File: src/rtl/stopwatch_ctrl.sv
// stopwatch_ctrl -- button conditioning and run/pause/lap sequencing for the
// 00-99 BCD counter. All counter/display control is issued as single-cycle
// enables in the clk domain; there is no derived slow clock.
//
// Optional feature: define STOPWATCH_AUTOSTOP_EN to make a tick that lands
// while the counter shows 99 pause the stopwatch instead of wrapping to 00.

module stopwatch_ctrl #(
  parameter int TICK_DIV        = 100_000_000,
  parameter int DEBOUNCE_CYCLES = 1_000_000
) (
  input  logic       clk,
  input  logic       reset,
  input  logic       btn_start,
  input  logic       btn_clear,
  input  logic       btn_lap,
  input  logic       at_99,
  output logic       count_tick,
  output logic       count_clr,
  output logic       disp_hold,
  output logic [1:0] state,
  output logic       running
);

  localparam int NUM_BTN = 3;
  localparam int B_START = 0;
  localparam int B_CLEAR = 1;
  localparam int B_LAP   = 2;

  localparam int DW = $clog2(DEBOUNCE_CYCLES + 1);
  localparam int PW = $clog2(TICK_DIV);
  localparam logic [DW-1:0] DB_LAST    = DW'(DEBOUNCE_CYCLES - 1);
  localparam logic [PW-1:0] PRESC_LAST = PW'(TICK_DIV - 1);

  typedef enum logic [1:0] {
    IDLE  = 2'b00,
    RUN   = 2'b01,
    PAUSE = 2'b10,
    LAP   = 2'b11
  } state_t;

  // press events after priority resolution: at most one field is set
  typedef struct packed {
    logic clear;
    logic start;
    logic lap;
  } btn_ev_t;

  logic [NUM_BTN-1:0] btn_raw;
  logic [NUM_BTN-1:0] btn_press;
  btn_ev_t            ev;

  state_t             state_q, state_d;
  logic [PW-1:0]      presc_q, presc_d;
  logic               was_running, now_running;
  logic               tick_cond, autostop;
  logic               tick_d, clr_d, hold_d, run_d;

  assign btn_raw = {btn_lap, btn_clear, btn_start};

  // ---------------------------------------------------------------------
  // Per-button lane: 2-FF synchroniser, debouncer, press-edge pulse
  // ---------------------------------------------------------------------
  generate
    for (genvar i = 0; i < NUM_BTN; i++) begin : g_btn
      logic [1:0]    sync_pipe;
      logic          level;
      logic [DW-1:0] cnt;
      logic          press_r;
      logic          differ, flip;

      assign differ       = sync_pipe[1] ^ level;
      assign flip         = differ && (cnt == DB_LAST);
      assign btn_press[i] = press_r;

      // synchronise the raw asynchronous button; sync_pipe[1] is safe to use
      always_ff @(posedge clk or posedge reset) begin
        if (reset) sync_pipe <= 2'b00;
        else       sync_pipe <= {sync_pipe[0], btn_raw[i]};
      end

      // level flips after DEBOUNCE_CYCLES consecutive disagreeing samples;
      // only the rising flip is reported, as a one-cycle press
      always_ff @(posedge clk or posedge reset) begin
        if (reset) begin
          level   <= 1'b0;
          cnt     <= '0;
          press_r <= 1'b0;
        end else begin
          press_r <= flip & ~level;
          if (flip) begin
            level <= ~level;
            cnt   <= '0;
          end else if (differ) begin
            cnt <= cnt + 1'b1;
          end else begin
            cnt <= '0;
          end
        end
      end
    end
  endgenerate

  // clear beats start beats lap; losers in the same cycle are dropped
  assign ev.clear = btn_press[B_CLEAR];
  assign ev.start = btn_press[B_START] & ~btn_press[B_CLEAR];
  assign ev.lap   = btn_press[B_LAP] & ~btn_press[B_START] & ~btn_press[B_CLEAR];

  assign was_running = (state_q == RUN) || (state_q == LAP);
  assign now_running = (state_d == RUN) || (state_d == LAP);
  assign tick_cond   = was_running && (presc_q == PRESC_LAST);

`ifdef STOPWATCH_AUTOSTOP_EN
  assign autostop = tick_cond & at_99;
`else
  // at_99 only matters when auto-stop is built in; the counter wraps itself
  logic at_99_unused;
  assign at_99_unused = at_99;
  assign autostop     = 1'b0;
`endif

  // ---------------------------------------------------------------------
  // FSM
  // ---------------------------------------------------------------------

  // state register
  always_ff @(posedge clk or posedge reset) begin
    if (reset) state_q <= IDLE;
    else       state_q <= state_d;
  end

  // next-state decode from the resolved press event
  always_comb begin
    state_d = state_q;
    case (state_q)
      IDLE: begin
        if (ev.clear)      state_d = IDLE;
        else if (ev.start) state_d = RUN;
      end
      RUN: begin
        if (ev.clear)                 state_d = RUN;
        else if (ev.start || autostop) state_d = PAUSE;
        else if (ev.lap)              state_d = LAP;
      end
      PAUSE: begin
        if (ev.clear)      state_d = IDLE;
        else if (ev.start) state_d = RUN;
      end
      LAP: begin
        if (ev.clear)                 state_d = IDLE;
        else if (ev.start || autostop) state_d = PAUSE;
        else if (ev.lap)              state_d = RUN;
      end
      default: state_d = IDLE;
    endcase
  end

  // output and prescaler decode; values are registered below
  always_comb begin
    clr_d  = ev.clear;
    tick_d = tick_cond & ~ev.clear & ~autostop;
    hold_d = (state_d == LAP);
    run_d  = now_running;

    // The prescaler freezes on the edge that leaves RUN/LAP, so a pause
    // resumes from exactly the value seen when the press was taken.
    presc_d = presc_q;
    if (state_d == IDLE || ev.clear)  presc_d = '0;
    else if (tick_cond)               presc_d = '0;
    else if (was_running && now_running) presc_d = presc_q + 1'b1;
  end

  // registered outputs and prescaler
  always_ff @(posedge clk or posedge reset) begin
    if (reset) begin
      presc_q    <= '0;
      count_tick <= 1'b0;
      count_clr  <= 1'b0;
      disp_hold  <= 1'b0;
      running    <= 1'b0;
    end else begin
      presc_q    <= presc_d;
      count_tick <= tick_d;
      count_clr  <= clr_d;
      disp_hold  <= hold_d;
      running    <= run_d;
    end
  end

  assign state = state_q;

endmodule

File: config.mk
export PLATFORM = sky130hd
export DESIGN_NAME = stopwatch_ctrl
export DESIGN_NICKNAME = d
export VERILOG_FILES = /design/src/rtl/stopwatch_ctrl.sv
export SDC_FILE = /design/constraint.sdc
export NUM_CORES = 1
export LEC_CHECK = 0
export CORE_AREA = 3 3 124 126
export CTS_CLUSTER_DIAMETER = 120
export DETAILED_ROUTE_END_ITERATION = 6
export DIE_AREA = 0 0 127 129
export PLACE_DENSITY = 0.53
export SLEW_MARGIN = 10
export SYNTH_ARGS = -nofsm -noshare
export SYNTH_HDL_FRONTEND = slang
export SYNTH_SLANG_ARGS = --single-unit
File: constraint.sdc
create_clock -name clk -period 6.7 [get_ports clk]
set_clock_uncertainty 0.15 [all_clocks]
set_input_delay 1.34 -clock clk [delete_from_list [all_inputs] [get_ports clk]]
set_output_delay 1.34 -clock clk [all_outputs]
set_load 0.005 [all_outputs]
==> reports/results.txt, run 1 <==
Growth of design area from synthesis to finish: 11.7%
Pin count of the biggest net entering global routing: 62
Count of flip-flops with a built-in enable after synthesis: 0
Design area: 5580 sq um
Sort of element at the end of the critical path: primary output
Cell taking the most area after synthesis: sky130_fd_sc_hd__dfrtp_1
Most frequent cells after synthesis: sky130_fd_sc_hd__dfrtp_1, sky130_fd_sc_hd__nor2_1, sky130_fd_sc_hd__xor2_1
Synth Warn #: 0
Total overflow reported by the global router: 0
Startpoint class of the critical path: flip-flop
Post-detailed-placement cell area: 5260 sq um
Share of flip-flops with an asynchronous set or reset after synthesis: 1.00
Type of the most critical hold path: flip-flop to flip-flop
Result of the run: finished clean
Setup repair after global routing missed its margin: no
Worst hold stages: 0
Clock period minus final worst setup slack: 2.99 ns
Max stage delay cell, worst path: sky130_fd_sc_hd__clkdlybuf4s50_1
Syn Nets: 490
Layout net count: 504
Register-to-Register Path Depth: 5
Average routed wire per standard cell: 13.1 um
Maximum fanout count along the critical path: 12
Area of the placeable core: 14400 sq um
Top-Level Pins: 12
Maximum ir drop on the vdd rail: 0.000121 V
Multi-input gate area in the final layout: 2290 sq um
Inserted Clock Buffers: 9
Number of distinct standard cells referenced by the synthesized netlist: 43
Xor and xnor area share after synthesis: 0.144
Post-route antenna net violation count: 0
Count of mapped cells out of synthesis: 480
Initial standard-cell utilization of the core: 0.346
DR vias: 3333
Pwr per Cell Area: 222 nW/um^2
Total length of routed wires: 8930 um
Total of flip-flops plus latches after synthesis: 104
Worst reg-to-reg setup slack: 4.32 ns
Maximum buffer depth of the clock tree: 2
Number of hold violations in the final report: 0
Total standard cell area after synthesis: 5000 sq um
Worst skew pair latency: 0.35 ns
DIE AREA: 16400 sq um
First-pass iteration count of the detailed router: 4
Final slew viol count: 0
Last weighted congestion value of the routability-driven placer: 0.729
Site row count: 44
WP data required: 5.21 ns
R2R Path Start: presc_q[8]
Iteration-0 DRC Markers: 157
Worst slack on hold paths: 0.202 ns
Main combinational cell family by area after synthesis: simple AND/OR/NAND/NOR gates
Clock edge transition at the registers on the reported setup and hold paths: 0.07 ns
Post-DP HPWL: 5900 um
Most common flop cell mapped by yosys: sky130_fd_sc_hd__dfrtp_1
Cell class contributing the biggest share of worst-path delay: buffers and inverters
Worst-Margin Slew: 0.758 ns
CTS H-Tree Depth: 3
Synth Area in Compound Gates: 0.0138
Mux contribution to synthesized area: 0.0133
DRC violation count after routing: 0
Maximum frequency from static timing analysis: 0.335 GHz
Arrival time at the worst endpoint: 1.50 ns
Share of final-layout standard cells stronger than drive strength 1: 0.0962
Hold Startpoint: g_btn[0].sync_pipe[0]
Setup TNS Final: 0 ns
Wire length of the first global-routing pass: 16000 um
Post-CTS setup-driven buffer insertion count: 0
Die X-Extent: 127 um
Height of the die: 129 um
Vias per cell: 4.88
Main area contributors after synthesis: sky130_fd_sc_hd__dfrtp_1, sky130_fd_sc_hd__xor2_1, sky130_fd_sc_hd__nor2_1
Sinks on the clock net: 104
Tightest slew margin relative to the limit: 0.495
GR Util All Layers: 0.120
Arithmetic-cell share of the synthesized area counting full adders, half adders and majority gates: 0.0100
Flip-flop and latch area: 2600 sq um
Port Buf Inserts: 10
P_leak: 2.26 nW
Top-count cell post-synth: sky130_fd_sc_hd__dfrtp_1
Sequential area share after synthesis: 0.521
Reg2Reg Capture Point: presc_q[20]
Tcrit/Tclk final: 0.446
Delay of the slowest cell on the worst path: 0.58 ns
Basic-gate share of the synthesized area counting and, or, nand and nor cells: 0.278
Max-cap violations: 0
Count of hold-fix buffers inserted at cts: 0
Average cell area after synthesis: 10.4 sq um
Initial antenna violation count: 0
# setup viols final: 0
Area share of the leading cell type in the synthesized netlist: 0.521
Crit path buffers/inverters: 1
Via count of the first global-routing pass: 3332
Clock tree root driver cell: sky130_fd_sc_hd__clkbuf_16
TritonCTS clock tree: done
Number of gates resized after cts: 0
Chain of cells forming the critical path: clkdlybuf4s50_1
Kind of critical path: flip-flop to primary output
Number of fillers in the final layout: 1444
Number of diodes added for antenna fixing: 0
Hold worst-path end: g_btn[0].sync_pipe[1]
==> power by group <==
group          switching (mW)  leakage, nW  internal [mW]  total (mW)
Combinational          0.0217        0.678        0.00807      0.0297
Clock                   0.238        0.149          0.329       0.567
Sequential            0.00676         1.43          0.634       0.640
==> cell families (layout without fill, tap and decap cells) <==
group           Yosys count  count (layout)
simple gates            260             260
flops                   104             104
xor+xnor                 82              82
buf+inv                  15              34
compound gates           10              10
mux                       5               5
fa+ha+maj                 4               4
==> layout make-up <==
type | count | share of cell area
flip-flops and latches | 104 | 0.466
multi-input cells | 361 | 0.411
well taps | 184 | 0.0412
clock buffers | 10 | 0.0410
repair buffers | 11 | 0.0193
clock inverters | 6 | 0.0166
inverters | 7 | 0.00515
==> state kept, by name, indices dropped and copies added (netlist names) <==
register	cells
clr_d	1
count_tick	1
g_btn.press_r	2
presc_q	27
count_clr	1
disp_hold	1
g_btn.sync_pipe	6
g_btn.level	3
state	2
g_btn.cnt	60
==> metal layers <==
| metal | up-vias | global-route usage | wire [um] | part of all wire |
|---|---|---|---|---|
| li1 | 1666 | - | - | - |
| met1 | 1623 | 0.161 | 4470 | 0.50 |
| met2 | 30 | 0.188 | 4060 | 0.45 |
| met3 | 14 | 0.0324 | 257 | 0.029 |
| met4 | 0 | 0.0454 | 145 | 0.016 |
| met5 | - | 0 | 0 | 0 |
==> stage by stage <==
step | instances | setup slack, ns | total power, mW | utilization
2_1_floorplan | 480 | 2.48 | 0.674 | -
3_3_place_gp | 667 | 3.52 | 0.683 | 0.365
3_5_place_dp | 667 | 3.50 | 0.684 | 0.365
4_1_cts | 683 | 3.68 | 1.26 | 0.387
5_1_grt | 683 | 3.62 | 1.29 | 0.387
6_report | 683 | 3.71 | 1.24 | 0.387
==> cell usage in the layout, fill, tap and decap left out, drive strengths merged, types with 3 or more instances in the layout <==
master and count:
or4 4, nand4b 3, nor3b 3, mux2 4
nor4 16, ha 4, inv 8, clkdlybuf4s50 10
clkbuf 10, and3 18, or3 3, nand2 36
nand3 44, nor3 11, nand4 19, o21ai 3
xor2 50, a21oi 4, xnor2 32, nand3b 3
nor2 92, dfrtp 104
==> worst max-delay path by stage <==
stage / from / end / slack (ns) / cells after the start
2_1_floorplan: reset / clr_d / 2.48 / 1
3_5_place_dp: reset / presc_q[23] / 3.50 / 3
6_report: state[0] / running / 3.71 / 1
3_3_place_gp: reset / presc_q[24] / 3.52 / 3
4_1_cts: state[0] / running / 3.68 / 1
5_1_grt: state[0] / state[0] / 3.62 / 1
(Power assumes the default switching activity.)
==> inputs of run 2 (changes only) <==
==> constraint.sdc (replaced) <==
create_clock -name clk -period 3 [get_ports clk]
set_clock_uncertainty 0.15 [all_clocks]
set_input_delay 0.6 -clock clk [delete_from_list [all_inputs] [get_ports clk]]
set_output_delay 0.6 -clock clk [all_outputs]
set_load 0.005 [all_outputs]
==> run 2 against run 1 <==
Against the previous run: non-clock buffer count is the same; hold slack gained 0.0011 ns; final cell count decreased by 0.15%; clock power increased by 100%; sequential power is 120% higher; critical path depth increased by 4; count of clock-buffer cells in the layout grew 1; largest cell class unchanged.
==> reports/results.txt, run 2 (same netlist as run 1, synthesis figures left out) <==
Result of the run: finished clean
Initial standard-cell utilization of the core: 0.346 (unchanged)
Sort of element at the end of the critical path: flip-flop
Via count of the first global-routing pass: 3310 (-0.66%)
Area of the placeable core: 14400 sq um (unchanged)
Clock period minus final worst setup slack: 2.38 ns
Highest-count cells in the layout ignoring fill and taps: sky130_fd_sc_hd__dfrtp_1, sky130_fd_sc_hd__nor2_1, sky130_fd_sc_hd__xor2_1, sky130_fd_sc_hd__nand3_1, sky130_fd_sc_hd__nand2_1
Arrival time at the worst endpoint: 2.43 ns (+0.93 ns)
DIE AREA: 16400 sq um (unchanged)
Growth of design area from synthesis to finish: 11.3%
Site row count: 44 (unchanged)
Maximum fanout count along the critical path: 23 (+11)
CTS H-Tree Depth: 3 (unchanged)
Worst Slack Setup Final: 0.622 ns (-3.09 ns)
Register with the most flip-flops: g_btn.cnt
Worst skew pair latency: 0.35 ns (about the same)
P_leak: 2.26 nW (-0.17%)
Count of hold-fix buffers inserted at cts: 0 (unchanged)
Average routed wire per standard cell: 12.7 um (-2.7%)
Share of final-layout standard cells stronger than drive strength 1: 0.0944 (-0.00181)
Largest register FFs: 60 (unchanged)
Register-to-Register Path Depth: 5 (unchanged)
Pwr per Cell Area: 478 nW/um^2 (+120%)
Worst slack on hold paths: 0.203 ns (+0.00114 ns)
Most frequent standard cell in the layout excluding fill and tap cells: sky130_fd_sc_hd__dfrtp_1
Hold Startpoint: g_btn[2].sync_pipe[0]
Kind of critical path: flip-flop to flip-flop
Non-Filler Instances: 682 (-0.15%)
Reg2Reg Capture Point: presc_q[18]
Clock edge transition at the registers on the reported setup and hold paths: 0.07 ns (about the same)
Post-DP HPWL: 5650 um (-4.4%)
Post-detailed-placement cell area: 5280 sq um (+0.26%)
DR vias: 3277 (-1.7%)
GR Util All Layers: 0.117 (-0.00294)
Maximum buffer depth of the clock tree: 2 (unchanged)
Startpoint class of the critical path: flip-flop
Worst-Margin Slew: 0.692 ns (-0.0662 ns)
Wire length of the first global-routing pass: 15800 um (-1.5%)
Die X-Extent: 127 um (unchanged)
Layout net count: 504 (unchanged)
WP data required: 3.06 ns (-2.15 ns)
Total length of routed wires: 8680 um (-2.9%)
Number of hold violations in the final report: 0 (unchanged)
Design area: 5560 sq um (-0.36%)
Tightest slew margin relative to the limit: 0.534 (+0.0399)
Count of placed standard cells including taps: 667 (unchanged)
Worst reg-to-reg setup slack: 0.62 ns (-3.70 ns)
Sinks on the clock net: 104 (unchanged)
Maximum ir drop on the vdd rail: 0.000269 V (+120%)
Last weighted congestion value of the routability-driven placer: 0.799 (+9.7%)
Worst setup slack after placement: 0.610 ns (-2.89 ns)
Post-route antenna net violation count: 0 (unchanged)
Height of the die: 129 um (unchanged)
Vias per cell: 4.80 (-1.5%)
Port Buf Inserts: 10 (unchanged)
Clock tree root driver cell: sky130_fd_sc_hd__clkbuf_16
Maximum frequency from static timing analysis: 0.420 GHz
First-pass iteration count of the detailed router: 4 (unchanged)
Total overflow reported by the global router: 0 (unchanged)
Setup repair after global routing missed its margin: no
Number of gates resized after cts: 0 (unchanged)
Iteration-0 DRC Markers: 208 (+32%)
Pin count of the biggest net entering global routing: 105 (+69%)
Max-cap violations: 0 (unchanged)
Top-Level Pins: 12 (unchanged)
R2R Path Start: presc_q[8]
# setup viols final: 0 (unchanged)
DRC violation count after routing: 0 (unchanged)
Tcrit/Tclk final: 0.793
Registers with the highest flip-flop counts: g_btn.cnt x60, presc_q x27, g_btn.sync_pipe x6
Type of the most critical hold path: flip-flop to flip-flop
Inserted Clock Buffers: 9 (unchanged)
TritonCTS clock tree: done
Number of diodes added for antenna fixing: 0 (unchanged)
Initial antenna violation count: 0 (unchanged)
Post-CTS setup-driven buffer insertion count: 0 (unchanged)
Final slew viol count: 0 (unchanged)
Hold worst-path end: g_btn[2].sync_pipe[1]
Setup TNS Final: 0 ns (unchanged)
Worst hold stages: 0 (unchanged)
run 2: cell types whose count changed in the layout (fill, tap and decap cells not counted), sizes merged:
cell / previous run / this run
clkinv: 1 / 3
bufinv: 2 / 1
clkinvlp: 2 / 1
inv: 8 / 6
clkbuf: 10 / 11
run 2: cell type report:
cell class | instances | area (sq um)
clock buffers | 11 | 243
flip-flops and latches | 104 | 2600
clock inverters | 4 | 45.0
well taps | 184 | 230
multi-input cells | 361 | 2290
fillers | 1425 | 8860
inverters | 7 | 30.0
repair buffers | 11 | 120
run 2: worst max-delay path by stage:
stage | from | endpoint | slack (ns) | depth (start not counted)
6_report | presc_q[8] | presc_q[18] | 0.62 | 5
2_1_floorplan | reset | clr_d | 1.00 | 1
4_1_cts | presc_q[8] | presc_q[18] | 0.60 | 5
3_3_place_gp | presc_q[8] | presc_q[16] | 0.65 | 5
5_1_grt | presc_q[8] | presc_q[18] | 0.46 | 5
3_5_place_dp | presc_q[8] | presc_q[18] | 0.61 | 5
run 2: where the power goes:
part / internal, mW / leakage (nW) / switching (mW)
combinational: 0.0201 / 0.679 / 0.0485
clock: 0.661 / 0.145 / 0.498
sequential: 1.42 / 1.43 / 0.0147
total: 2.10 / 2.26 / 0.561
run 2: critical path, cell delays in order, from the launching register on:
cell and delay [ns]:
sky130_fd_sc_hd__dfrtp_1 0.43, sky130_fd_sc_hd__or3_2 0.47, sky130_fd_sc_hd__nor4_2 0.38, sky130_fd_sc_hd__nand2_2 0.14
sky130_fd_sc_hd__o21bai_4 0.53, sky130_fd_sc_hd__nor2_1 0.13
run 2: routing by layer:
metal / track usage / vias up / part of all wire
li1: - / 1671 / -
met5: 0 / - / 0
met3: 0.0212 / 13 / 0.019
met4: 0.0587 / 0 / 0.023
met2: 0.178 / 20 / 0.45
met1: 0.161 / 1573 / 0.51
run 2: per-stage QoR:
stage | power [mW] | util
final | 2.66 | 0.386
after global routing | 2.77 | 0.386
after CTS | 2.71 | 0.386
after detailed placement | 1.53 | 0.366
after global placement | 1.53 | 0.366
after floorplan | 1.51 | -
